### src/rtl/axi_err_slave_if.sv
// AXI4 channel bundle used by axi_err_slave; clk/rstn travel with the bundle
// but the error slave runs from its own clk/rst ports.
interface axi_channel #(
  parameter int ID_WIDTH   = 4,
  parameter int ADDR_WIDTH = 32,
  parameter int DATA_WIDTH = 64,
  parameter int USER_WIDTH = 1
) (
  input logic clk,
  input logic rstn
);
  logic [ID_WIDTH-1:0]     aw_id;
  logic [ADDR_WIDTH-1:0]   aw_addr;
  logic [7:0]              aw_len;
  logic [2:0]              aw_size;
  logic [1:0]              aw_burst;
  logic                    aw_lock;
  logic [3:0]              aw_cache;
  logic [2:0]              aw_prot;
  logic [3:0]              aw_qos;
  logic [3:0]              aw_region;
  logic [USER_WIDTH-1:0]   aw_user;
  logic                    aw_valid;
  logic                    aw_ready;

  logic [DATA_WIDTH-1:0]   w_data;
  logic [DATA_WIDTH/8-1:0] w_strb;
  logic                    w_last;
  logic [USER_WIDTH-1:0]   w_user;
  logic                    w_valid;
  logic                    w_ready;

  logic [ID_WIDTH-1:0]     b_id;
  logic [1:0]              b_resp;
  logic [USER_WIDTH-1:0]   b_user;
  logic                    b_valid;
  logic                    b_ready;

  logic [ID_WIDTH-1:0]     ar_id;
  logic [ADDR_WIDTH-1:0]   ar_addr;
  logic [7:0]              ar_len;
  logic [2:0]              ar_size;
  logic [1:0]              ar_burst;
  logic                    ar_lock;
  logic [3:0]              ar_cache;
  logic [2:0]              ar_prot;
  logic [3:0]              ar_qos;
  logic [3:0]              ar_region;
  logic [USER_WIDTH-1:0]   ar_user;
  logic                    ar_valid;
  logic                    ar_ready;

  logic [ID_WIDTH-1:0]     r_id;
  logic [DATA_WIDTH-1:0]   r_data;
  logic [1:0]              r_resp;
  logic                    r_last;
  logic [USER_WIDTH-1:0]   r_user;
  logic                    r_valid;
  logic                    r_ready;

  modport slave (
    input  clk, rstn,
    input  aw_id, aw_addr, aw_len, aw_size, aw_burst, aw_lock, aw_cache,
           aw_prot, aw_qos, aw_region, aw_user, aw_valid,
    output aw_ready,
    input  w_data, w_strb, w_last, w_user, w_valid,
    output w_ready,
    output b_id, b_resp, b_user, b_valid,
    input  b_ready,
    input  ar_id, ar_addr, ar_len, ar_size, ar_burst, ar_lock, ar_cache,
           ar_prot, ar_qos, ar_region, ar_user, ar_valid,
    output ar_ready,
    output r_id, r_data, r_resp, r_last, r_user, r_valid,
    input  r_ready
  );

  modport master (
    input  clk, rstn,
    output aw_id, aw_addr, aw_len, aw_size, aw_burst, aw_lock, aw_cache,
           aw_prot, aw_qos, aw_region, aw_user, aw_valid,
    input  aw_ready,
    output w_data, w_strb, w_last, w_user, w_valid,
    input  w_ready,
    input  b_id, b_resp, b_user, b_valid,
    output b_ready,
    output ar_id, ar_addr, ar_len, ar_size, ar_burst, ar_lock, ar_cache,
           ar_prot, ar_qos, ar_region, ar_user, ar_valid,
    input  ar_ready,
    input  r_id, r_data, r_resp, r_last, r_user, r_valid,
    output r_ready
  );
endinterface

### src/rtl/axi_err_slave.sv
// Terminating AXI4 slave: every burst is accepted and answered with DECERR.
// Define AXI_ERR_SLAVE_LOG_EN to add the err_addr/err_cnt logging ports.
module axi_err_slave #(
  parameter int ID_WIDTH   = 4,
  parameter int ADDR_WIDTH = 32,
  parameter int DATA_WIDTH = 64,
  parameter int B_DEPTH    = 4
) (
  input  logic                  clk,
  input  logic                  rst,
  axi_channel.slave             master
`ifdef AXI_ERR_SLAVE_LOG_EN
  ,
  output logic [ADDR_WIDTH-1:0] err_addr,
  output logic [15:0]           err_cnt
`endif
);
  localparam int PTR_W = $clog2(B_DEPTH);
  localparam int CNT_W = PTR_W + 1;
  localparam logic [CNT_W-1:0] B_FULL = CNT_W'(B_DEPTH);
  localparam logic [1:0] DECERR = 2'b11;

  typedef enum logic { W_IDLE, W_DRAIN } w_state_e;
  typedef enum logic { R_IDLE, R_SEND  } r_state_e;

  w_state_e w_state_q, w_state_d;
  r_state_e r_state_q, r_state_d;

  logic                aw_ready_q, aw_ready_d;
  logic                w_ready_q, w_ready_d;
  logic [ID_WIDTH-1:0] aw_id_q, aw_id_d;

  logic [ID_WIDTH-1:0] b_mem_q [B_DEPTH];
  logic [ID_WIDTH-1:0] b_mem_d [B_DEPTH];
  logic [PTR_W-1:0]    b_wr_ptr_q, b_wr_ptr_d;
  logic [PTR_W-1:0]    b_rd_ptr_q, b_rd_ptr_d;
  logic [CNT_W-1:0]    b_cnt_q, b_cnt_d;

  logic                ar_ready_q, ar_ready_d;
  logic [ID_WIDTH-1:0] r_id_q, r_id_d;
  logic [7:0]          r_len_q, r_len_d;
  logic [7:0]          beat_q, beat_d;

  logic aw_hs, w_last_hs, b_valid, b_push, b_pop;
  logic ar_hs, r_valid, r_last, r_hs;

  assign aw_hs     = master.aw_valid & aw_ready_q;
  assign w_last_hs = master.w_valid & w_ready_q & master.w_last;
  assign b_valid   = (b_cnt_q != '0);
  assign b_push    = w_last_hs;
  assign b_pop     = b_valid & master.b_ready;

  assign ar_hs   = master.ar_valid & ar_ready_q;
  assign r_valid = (r_state_q == R_SEND);
  assign r_last  = r_valid & (beat_q == r_len_q);
  assign r_hs    = r_valid & master.r_ready;

  always_ff @(posedge clk) begin
    if (rst) begin
      w_state_q  <= W_IDLE;
      r_state_q  <= R_IDLE;
      aw_ready_q <= 1'b0;
      w_ready_q  <= 1'b0;
      aw_id_q    <= '0;
      b_mem_q    <= '{default: '0};
      b_wr_ptr_q <= '0;
      b_rd_ptr_q <= '0;
      b_cnt_q    <= '0;
      ar_ready_q <= 1'b0;
      r_id_q     <= '0;
      r_len_q    <= '0;
      beat_q     <= '0;
    end else begin
      w_state_q  <= w_state_d;
      r_state_q  <= r_state_d;
      aw_ready_q <= aw_ready_d;
      w_ready_q  <= w_ready_d;
      aw_id_q    <= aw_id_d;
      b_mem_q    <= b_mem_d;
      b_wr_ptr_q <= b_wr_ptr_d;
      b_rd_ptr_q <= b_rd_ptr_d;
      b_cnt_q    <= b_cnt_d;
      ar_ready_q <= ar_ready_d;
      r_id_q     <= r_id_d;
      r_len_q    <= r_len_d;
      beat_q     <= beat_d;
    end
  end

  always_comb begin
    b_mem_d    = b_mem_q;
    b_wr_ptr_d = b_wr_ptr_q;
    b_rd_ptr_d = b_rd_ptr_q;
    b_cnt_d    = b_cnt_q;
    if (b_push) begin
      b_mem_d[b_wr_ptr_q] = aw_id_q;
      b_wr_ptr_d          = b_wr_ptr_q + PTR_W'(1);
    end
    if (b_pop) begin
      b_rd_ptr_d = b_rd_ptr_q + PTR_W'(1);
    end
    case ({b_push, b_pop})
      2'b10:   b_cnt_d = b_cnt_q + CNT_W'(1);
      2'b01:   b_cnt_d = b_cnt_q - CNT_W'(1);
      default: b_cnt_d = b_cnt_q;
    endcase
  end

  always_comb begin
    w_state_d = w_state_q;
    case (w_state_q)
      W_IDLE:  if (aw_hs)     w_state_d = W_DRAIN;
      W_DRAIN: if (w_last_hs) w_state_d = W_IDLE;
      default: w_state_d = W_IDLE;
    endcase
  end

  // AW is only offered when the final B push of that burst is sure to fit.
  always_comb begin
    aw_id_d    = aw_hs ? master.aw_id : aw_id_q;
    aw_ready_d = (w_state_d == W_IDLE) && (b_cnt_d < B_FULL);
    w_ready_d  = (w_state_d == W_DRAIN);
  end

  always_comb begin
    r_state_d = r_state_q;
    case (r_state_q)
      R_IDLE:  if (ar_hs)           r_state_d = R_SEND;
      R_SEND:  if (r_hs && r_last)  r_state_d = R_IDLE;
      default: r_state_d = R_IDLE;
    endcase
  end

  always_comb begin
    ar_ready_d = (r_state_d == R_IDLE);
    r_id_d     = ar_hs ? master.ar_id  : r_id_q;
    r_len_d    = ar_hs ? master.ar_len : r_len_q;
    beat_d     = beat_q;
    if (ar_hs) begin
      beat_d = '0;
    end else if (r_hs) begin
      beat_d = beat_q + 8'd1;
    end
  end

  assign master.aw_ready = aw_ready_q;
  assign master.w_ready  = w_ready_q;
  assign master.b_valid  = b_valid;
  assign master.b_id     = b_mem_q[b_rd_ptr_q];
  assign master.b_resp   = b_valid ? DECERR : 2'b00;
  assign master.b_user   = '0;
  assign master.ar_ready = ar_ready_q;
  assign master.r_valid  = r_valid;
  assign master.r_id     = r_id_q;
  assign master.r_data   = '0;
  assign master.r_resp   = r_valid ? DECERR : 2'b00;
  assign master.r_last   = r_last;
  assign master.r_user   = '0;

`ifdef AXI_ERR_SLAVE_LOG_EN
  logic [ADDR_WIDTH-1:0] err_addr_q, err_addr_d;
  logic [15:0]           err_cnt_q, err_cnt_d;
  logic [16:0]           err_sum;

  // AR takes priority for the logged address when both handshake together.
  always_comb begin
    err_addr_d = err_addr_q;
    if (ar_hs) begin
      err_addr_d = master.ar_addr;
    end else if (aw_hs) begin
      err_addr_d = master.aw_addr;
    end
    err_sum   = {1'b0, err_cnt_q} + {16'd0, aw_hs} + {16'd0, ar_hs};
    err_cnt_d = err_sum[16] ? 16'hFFFF : err_sum[15:0];
  end

  always_ff @(posedge clk) begin
    if (rst) begin
      err_addr_q <= '0;
      err_cnt_q  <= '0;
    end else begin
      err_addr_q <= err_addr_d;
      err_cnt_q  <= err_cnt_d;
    end
  end

  assign err_addr = err_addr_q;
  assign err_cnt  = err_cnt_q;
`endif

  logic unused_fields;
  assign unused_fields = ^{master.clk, master.rstn,
                           master.aw_len, master.aw_size, master.aw_burst,
                           master.aw_lock, master.aw_cache, master.aw_prot,
                           master.aw_qos, master.aw_region, master.aw_user,
                           master.w_data, master.w_strb, master.w_user,
                           master.ar_size, master.ar_burst, master.ar_lock,
                           master.ar_cache, master.ar_prot, master.ar_qos,
                           master.ar_region, master.ar_user
`ifndef AXI_ERR_SLAVE_LOG_EN
                           , master.aw_addr, master.ar_addr
`endif
                          };
endmodule

### src/flat_wrapper.sv
// flat-port wrapper written by rule: the top's interface ports become plain ports
module axi_err_slave_flat 
#(
  parameter int ID_WIDTH   = 4,
  parameter int ADDR_WIDTH = 32,
  parameter int DATA_WIDTH = 64,
  parameter int B_DEPTH    = 4
)
  (clk, rst, rstn, master_aw_id, master_aw_addr, master_aw_len, master_aw_size, master_aw_burst, master_aw_lock, master_aw_cache, master_aw_prot, master_aw_qos, master_aw_region, master_aw_user, master_aw_valid, master_aw_ready, master_w_data, master_w_strb, master_w_last, master_w_user, master_w_valid, master_w_ready, master_b_id, master_b_resp, master_b_user, master_b_valid, master_b_ready, master_ar_id, master_ar_addr, master_ar_len, master_ar_size, master_ar_burst, master_ar_lock, master_ar_cache, master_ar_prot, master_ar_qos, master_ar_region, master_ar_user, master_ar_valid, master_ar_ready, master_r_id, master_r_data, master_r_resp, master_r_last, master_r_user, master_r_valid, master_r_ready);
  axi_channel #(.ID_WIDTH(ID_WIDTH), .ADDR_WIDTH(ADDR_WIDTH), .DATA_WIDTH(DATA_WIDTH)) master_i (.clk(clk), .rstn(rstn));
  input  logic clk;
  input  logic rst;
  input wire logic rstn;
  input wire logic [$bits(master_i.aw_id)-1:0] master_aw_id;
  input wire logic [$bits(master_i.aw_addr)-1:0] master_aw_addr;
  input wire logic [$bits(master_i.aw_len)-1:0] master_aw_len;
  input wire logic [$bits(master_i.aw_size)-1:0] master_aw_size;
  input wire logic [$bits(master_i.aw_burst)-1:0] master_aw_burst;
  input wire logic [$bits(master_i.aw_lock)-1:0] master_aw_lock;
  input wire logic [$bits(master_i.aw_cache)-1:0] master_aw_cache;
  input wire logic [$bits(master_i.aw_prot)-1:0] master_aw_prot;
  input wire logic [$bits(master_i.aw_qos)-1:0] master_aw_qos;
  input wire logic [$bits(master_i.aw_region)-1:0] master_aw_region;
  input wire logic [$bits(master_i.aw_user)-1:0] master_aw_user;
  input wire logic [$bits(master_i.aw_valid)-1:0] master_aw_valid;
  output wire logic [$bits(master_i.aw_ready)-1:0] master_aw_ready;
  input wire logic [$bits(master_i.w_data)-1:0] master_w_data;
  input wire logic [$bits(master_i.w_strb)-1:0] master_w_strb;
  input wire logic [$bits(master_i.w_last)-1:0] master_w_last;
  input wire logic [$bits(master_i.w_user)-1:0] master_w_user;
  input wire logic [$bits(master_i.w_valid)-1:0] master_w_valid;
  output wire logic [$bits(master_i.w_ready)-1:0] master_w_ready;
  output wire logic [$bits(master_i.b_id)-1:0] master_b_id;
  output wire logic [$bits(master_i.b_resp)-1:0] master_b_resp;
  output wire logic [$bits(master_i.b_user)-1:0] master_b_user;
  output wire logic [$bits(master_i.b_valid)-1:0] master_b_valid;
  input wire logic [$bits(master_i.b_ready)-1:0] master_b_ready;
  input wire logic [$bits(master_i.ar_id)-1:0] master_ar_id;
  input wire logic [$bits(master_i.ar_addr)-1:0] master_ar_addr;
  input wire logic [$bits(master_i.ar_len)-1:0] master_ar_len;
  input wire logic [$bits(master_i.ar_size)-1:0] master_ar_size;
  input wire logic [$bits(master_i.ar_burst)-1:0] master_ar_burst;
  input wire logic [$bits(master_i.ar_lock)-1:0] master_ar_lock;
  input wire logic [$bits(master_i.ar_cache)-1:0] master_ar_cache;
  input wire logic [$bits(master_i.ar_prot)-1:0] master_ar_prot;
  input wire logic [$bits(master_i.ar_qos)-1:0] master_ar_qos;
  input wire logic [$bits(master_i.ar_region)-1:0] master_ar_region;
  input wire logic [$bits(master_i.ar_user)-1:0] master_ar_user;
  input wire logic [$bits(master_i.ar_valid)-1:0] master_ar_valid;
  output wire logic [$bits(master_i.ar_ready)-1:0] master_ar_ready;
  output wire logic [$bits(master_i.r_id)-1:0] master_r_id;
  output wire logic [$bits(master_i.r_data)-1:0] master_r_data;
  output wire logic [$bits(master_i.r_resp)-1:0] master_r_resp;
  output wire logic [$bits(master_i.r_last)-1:0] master_r_last;
  output wire logic [$bits(master_i.r_user)-1:0] master_r_user;
  output wire logic [$bits(master_i.r_valid)-1:0] master_r_valid;
  input wire logic [$bits(master_i.r_ready)-1:0] master_r_ready;
  assign master_i.aw_id = master_aw_id;
  assign master_i.aw_addr = master_aw_addr;
  assign master_i.aw_len = master_aw_len;
  assign master_i.aw_size = master_aw_size;
  assign master_i.aw_burst = master_aw_burst;
  assign master_i.aw_lock = master_aw_lock;
  assign master_i.aw_cache = master_aw_cache;
  assign master_i.aw_prot = master_aw_prot;
  assign master_i.aw_qos = master_aw_qos;
  assign master_i.aw_region = master_aw_region;
  assign master_i.aw_user = master_aw_user;
  assign master_i.aw_valid = master_aw_valid;
  assign master_aw_ready = master_i.aw_ready;
  assign master_i.w_data = master_w_data;
  assign master_i.w_strb = master_w_strb;
  assign master_i.w_last = master_w_last;
  assign master_i.w_user = master_w_user;
  assign master_i.w_valid = master_w_valid;
  assign master_w_ready = master_i.w_ready;
  assign master_b_id = master_i.b_id;
  assign master_b_resp = master_i.b_resp;
  assign master_b_user = master_i.b_user;
  assign master_b_valid = master_i.b_valid;
  assign master_i.b_ready = master_b_ready;
  assign master_i.ar_id = master_ar_id;
  assign master_i.ar_addr = master_ar_addr;
  assign master_i.ar_len = master_ar_len;
  assign master_i.ar_size = master_ar_size;
  assign master_i.ar_burst = master_ar_burst;
  assign master_i.ar_lock = master_ar_lock;
  assign master_i.ar_cache = master_ar_cache;
  assign master_i.ar_prot = master_ar_prot;
  assign master_i.ar_qos = master_ar_qos;
  assign master_i.ar_region = master_ar_region;
  assign master_i.ar_user = master_ar_user;
  assign master_i.ar_valid = master_ar_valid;
  assign master_ar_ready = master_i.ar_ready;
  assign master_r_id = master_i.r_id;
  assign master_r_data = master_i.r_data;
  assign master_r_resp = master_i.r_resp;
  assign master_r_last = master_i.r_last;
  assign master_r_user = master_i.r_user;
  assign master_r_valid = master_i.r_valid;
  assign master_i.r_ready = master_r_ready;
  axi_err_slave #(.ID_WIDTH(ID_WIDTH), .ADDR_WIDTH(ADDR_WIDTH), .DATA_WIDTH(DATA_WIDTH), .B_DEPTH(B_DEPTH)) u_core (.clk(clk), .rst(rst), .master(master_i));
endmodule
### config.mk
export PLATFORM = sky130hd
export DESIGN_NAME = axi_err_slave_flat
export DESIGN_NICKNAME = d
export VERILOG_FILES = /design/src/rtl/axi_err_slave_if.sv /design/src/rtl/axi_err_slave.sv /design/src/flat_wrapper.sv
export SDC_FILE = /design/constraint.sdc
export NUM_CORES = 1
export LEC_CHECK = 0
export BUFFER_PORTS_ARGS = -buffer_cell sky130_fd_sc_hd__clkbuf_2
export CORE_AREA = 3 3 116 118
export DETAILED_ROUTE_END_ITERATION = 10
export DIE_AREA = 0 0 119 121
export PLACE_DENSITY_LB_ADDON = 0.08
export RECOVER_POWER = 50
export SYNTH_ARGS = -nofsm -noshare
export SYNTH_HDL_FRONTEND = slang
export SYNTH_SLANG_ARGS = --single-unit
### constraint.sdc
create_clock -name clk -period 2.15 [get_ports clk]
set_input_delay 0.43 -clock clk [delete_from_list [all_inputs] [get_ports clk]]
set_output_delay 0.43 -clock clk [all_outputs]
set_load 0.02 [all_outputs]
# Yosys cells after proc, flatten, opt, wreduce, memory -nomap -nowiden
# Cells that the tools add are included.
# classes
bitwise,13
mux,15
magnitude_cmp,4
reduce_logical,5
n_eq_ne,3
add_sub_neg,5
# ops
op,n
$bwmux W16,1
$mux W4,3
$add A8 B1 Y8 const B,1
$bmux W4 S2,1
$demux W4 S2,1
$eq A8 B8 Y1,1
$and A1 B1 Y1,7
$ge A3 B3 Y1 const B,2
$not A2 Y3,2
$pmux W3 S2,1
$add A2 B1 Y2 const B,2
$mux W1,4
$mux W2,2
$not A1 Y1,4
$pmux W1 S2,2
$add A3 B1 Y3 const B,1
$logic_and A1 B1 Y1,3
$lt A3 B1 Y1 const B,1
$lt A3 B3 Y1 const B,1
$reduce_bool A3 Y1,1
$sub A3 B1 Y3 const B,1
$eq A2 B1 Y1 const B,1
$eq A2 B2 Y1 const B,1
$reduce_or A2 Y1,1
# word_totals
output_inout_bits,84
in_bits,214
wordCells,60
register_bits,51

# Longest topological paths before layout
# logic_depth
depth_word,6
mapped_depth,6
mapped_depth_nobuf,6

# Least setup slack after synthesis
# OpenSTA, ideal clock, no wires.
# synth_path
path_type,reg2reg
start,"register, netlist name u_core.w_state_q"
end,register u_core.b_cnt_q[2]
path_slack_ns,0.173
setup_time_ns,0.115
period_less_slack_ns,1.977
path_buffers,0
required_time_ns,2.035
arrival_ns,1.862
stages_incl_launch_ff,7
cell_sequence,dfxtp_1 > nand3_1 > ha_1 > fa_1 > xnor2_1 > o21a_1 > o21ba_2
# synth_rtl
element,line_no,text
end signal: assignment,axi_err_slave.sv:82,b_cnt_q <= b_cnt_d;
end: declaration,axi_err_slave.sv:37,"logic [CNT_W-1:0] b_cnt_q, b_cnt_d;"

# Worst setup path after layout
# layout_path
start,register u_core.b_rd_ptr_q[0]
end,output master_b_id[1]
# layout_via
elab_chain_len,4
# layout_rtl
element,line_no,text
start: declaration,axi_err_slave.sv:36,"logic [PTR_W-1:0] b_rd_ptr_q, b_rd_ptr_d;"
start signal: assignment,axi_err_slave.sv:81,b_rd_ptr_q <= b_rd_ptr_d;
$not A2 Y3 (not written as such),axi_err_slave.sv:149,assign master.b_id = b_mem_q[b_rd_ptr_q];
$bmux W4 S2,axi_err_slave.sv:149,
$mux W4 (not written as such) (2 in a row),axi_err_slave.sv:149,
end: declaration,flat_wrapper.sv:33,output wire logic [$bits(master_i.b_id)-1:0] master_b_id;
# No other way between the ends. The select of a mux whose other input is x is not followed.

==> results.cfg <==
[timing]
slew_violations = 0
finalCritPeriodShare_pct = 94.63
finalSetupViolations = 0
rsz0062_at_grt = false
fin_setup_tns_ps = 0
relSlewSlack_pct = 50.96
period_needed_ps = 2035
skew_ps = 4.072
max_freq_mhz = 491.5
tightestPinTransition_ps = 735.5
hold_viol = 0

[grt]
grtUsageMet3_pct = 3.310
antenna_found_initial = 0
grt.met1_usage_pct = 11.05
grtUsageTotal_pct = 8.243
busiest_layer = met2
overflow = 0
first_global_vias = 1724
grtUsageMet2_pct = 12.50
grt_first_pass_wirelength_um = 9232
grt_start_max_net_pins = 34

[yosys]
netlist_instances = 303
seq_area_frac_synth_pct = 37.71
synth_area_leaders = dfxtp_1, buf_4, mux2i_1, nand2_1, a21oi_1
yosysMostFrequentCell = buf_4
synth_ff_type = dfxtp_1
synth_edf_count = 0
synth_top_family_by_area = buffers and inverters
muxShareOfSynthArea_pct = 9.982
synth_compound_area_share_pct = 7.579
ys_ff_latch = 51
synth_top_cell_by_area = dfxtp_1
netlist_area_um2 = 2708
avgSynthCellArea_um2 = 8.936
synth_fa_ha_area_share_pct = 3.512
yosys-top-cells-count = buf_4, dfxtp_1, nand2_1, nor2_1, a21oi_1
yosys.area_share.simple_pct = 14.83
async_flop_share_pct = 0
synth_top_cell_area_share_pct = 37.71
ys_types = 34
synth-xor-area-share_pct = 4.852
yosys_warnings = 0

[clock_tree]
clk_path_buf_depth = 2
numCtsBuffers = 5
root_buffer = clkbuf_16
clk_latency_ps = 290
cts.sinks = 51
cts.hold.buffers_added = 0
path_clk_slew_ps = 70
cts_setup_buffers = 0
cts_resized = 0
htreeDepth = 2
cts_tree = yes

[final_layout]
area_growth_pct = 11.09
diodes = 0
final_design_area_no_fill_um2 = 3008
fillers = 1436
num-nets-final = 564
finalNonFillerCells = 516
drive_above_1_share_pct = 16.28

[placement]
dpl-instance-area_um2 = 2856
port_buffers = 41
dp_cells = 508
dp_hpwl_um = 4513
place.gp.congestion = 0.7271

[floorplanning]
die_w_um = 119
coreArea_um2 = 12570
start_util_pct = 21.54
num_rows = 41
die_area_um2 = 14400
die_h_um = 121
io_pins = 298

[critical_path]
worst_path_dominant_cell_family = multiplexers
critPathCapture = master_b_id[1]
cp_slowest_cell = mux4_2
cp_cell_sequence = mux4_2, clkbuf_2
required_ps = 1720
r2r-end = u_core.b_cnt_q[2]$_SDFF_PP0_
max_stage_delay_ps = 580
crit_buf_inv = 1
setup.worst_path.class = register to output pin
cp_max_fo = 6
cp.depth = 2
r2r_cells = 6
start_kind = register
cp.arrival_ps = 1600
worst_setup_path_end_kind = output pin
r2r_slack_ps = 160
rr_startpoint = u_core.b_cnt_q[0]$_SDFFE_PP0N_
startpoint = u_core.b_rd_ptr_q[0]$_SDFFE_PP0P_

[power]
p_int_w = 0.001554
ir_worst_vdd_uv = 246.5
p_switching_w = 0.0006224
p_seq_share_pct = 46.4
combPwrFrac_pct = 14.5
p_per_area_nw_per_um2 = 723.6
clock_power_share_pct = 39.1
leakage_nw = 1.330
swShare_pct = 28.60

[hold_path]
hp-class = input port to register

[routing]
dr_total_vias = 1900
wl_per_cell_um = 11.49
dr.pass1.iters = 4
wl_um = 5928
vias_per_cell = 3.682
ant_nets = 0
drcViolationCount = 0
drtIter0Drc = 57

[status]
status = finished, final reports clean

[run]
cap_violations = 0
-- kinds of logic (layout without fill, tap and decap cells) --
group	after synthesis	count (layout)
fa+ha+maj	7	7
buf+inv	84	60
simple gates	88	88
other cells	1	66
flops	51	51
mux	22	22
compound gates	35	35
xor+xnor	15	15
-- per-stage QoR --
step | hold slack (ps) | power [W] | utilization (%) | worst slack (ps)
floorplan | 448.8 | 0.001361 | - | 173.2
global placement | 450.3 | 0.001354 | 22.73 | 139.1
detailed placement | 453.8 | 0.001352 | 22.73 | 180.6
CTS | 345.4 | 0.002227 | 23.97 | 83.33
global route | 352.8 | 0.002302 | 23.93 | 16.84
finish | 360.0 | 0.002177 | 23.93 | 115.5
-- power groups by stage --
stage | registers (W) | logic, W | clock network [W]
after floorplan | 0.00103 | 0.000326 | 0
after CTS | 0.00101 | 0.000320 | 0.000896
after global routing | 0.00102 | 0.000349 | 0.000937
after detailed placement | 0.00103 | 0.000320 | 0
final | 0.00101 | 0.000316 | 0.000851
after global placement | 0.00103 | 0.000321 | 0
-- worst min-delay path by stage --
stage,cells past startpoint,start,to,slack [ps]
after global placement,2,u_core.master.r_id[3]$_SDFFE_PP0P_,u_core.master.r_id[3]$_SDFFE_PP0P_,450
after detailed placement,2,u_core.master.r_id[3]$_SDFFE_PP0P_,u_core.master.r_id[3]$_SDFFE_PP0P_,450
after global routing,3,master_ar_len[2],u_core.r_len_q[2]$_SDFFE_PP0P_,350
after floorplan,2,u_core.r_len_q[0]$_SDFFE_PP0P_,u_core.r_len_q[0]$_SDFFE_PP0P_,450
after CTS,3,master_ar_len[2],u_core.r_len_q[2]$_SDFFE_PP0P_,350
final,3,master_ar_id[3],u_core.master.r_id[3]$_SDFFE_PP0P_,360
-- cell type report --
cell class / count / area [um2] / area share (%)
multi-input cells: 233 / 1358 / 45.13
flip-flops and latches: 51 / 1021 / 33.94
repair buffers: 47 / 239.0 / 7.945
well taps: 172 / 215.2 / 7.155
clock buffers: 8 / 156.4 / 5.200
inverters: 5 / 18.77 / 0.6240
-- worst register-to-register path, cell delays in order (launching register included) --
cell and delay [ps]:
dfxtp_1 370, o31a_1 350, ha_1 240, fa_1 380, xnor2_1 150, o21a_1 190, o21ba_2 210
-- cell usage in the layout, fill, tap and decap left out, types with 6 or more instances in the layout --
cell type and instances:
nand3_1 8, ha_1 6, dfxtp_1 51, nor2_1 24
a21oi_1 23, xnor2_1 11, mux2i_1 18, clkbuf_2 35
conb_1 66, clkbuf_1 8, nand4_1 8, nand2_1 34
-- layer usage --
metal  vias to the layer above  share of wire [%]
li1                        966                  -
met2                        76                 44
met4                         0               0.73
met1                       851                 46
met5                         -                  0
met3                         7                8.9
-- sequential cells by signal (all words and copies together), names as in the netlist --
register and flops:
u_core.b_rd_ptr_q 2, u_core.r_len_q 8, u_core.master.aw_ready 1, u_core.beat_q 8, u_core.aw_id_q 4, u_core.w_state_q 1, u_core.b_wr_ptr_q 2, u_core.master.r_valid 1
u_core.master.r_id 4, u_core.master.ar_ready 1, u_core.b_mem_q 16, u_core.b_cnt_q 3
(Power assumes the default switching activity.)
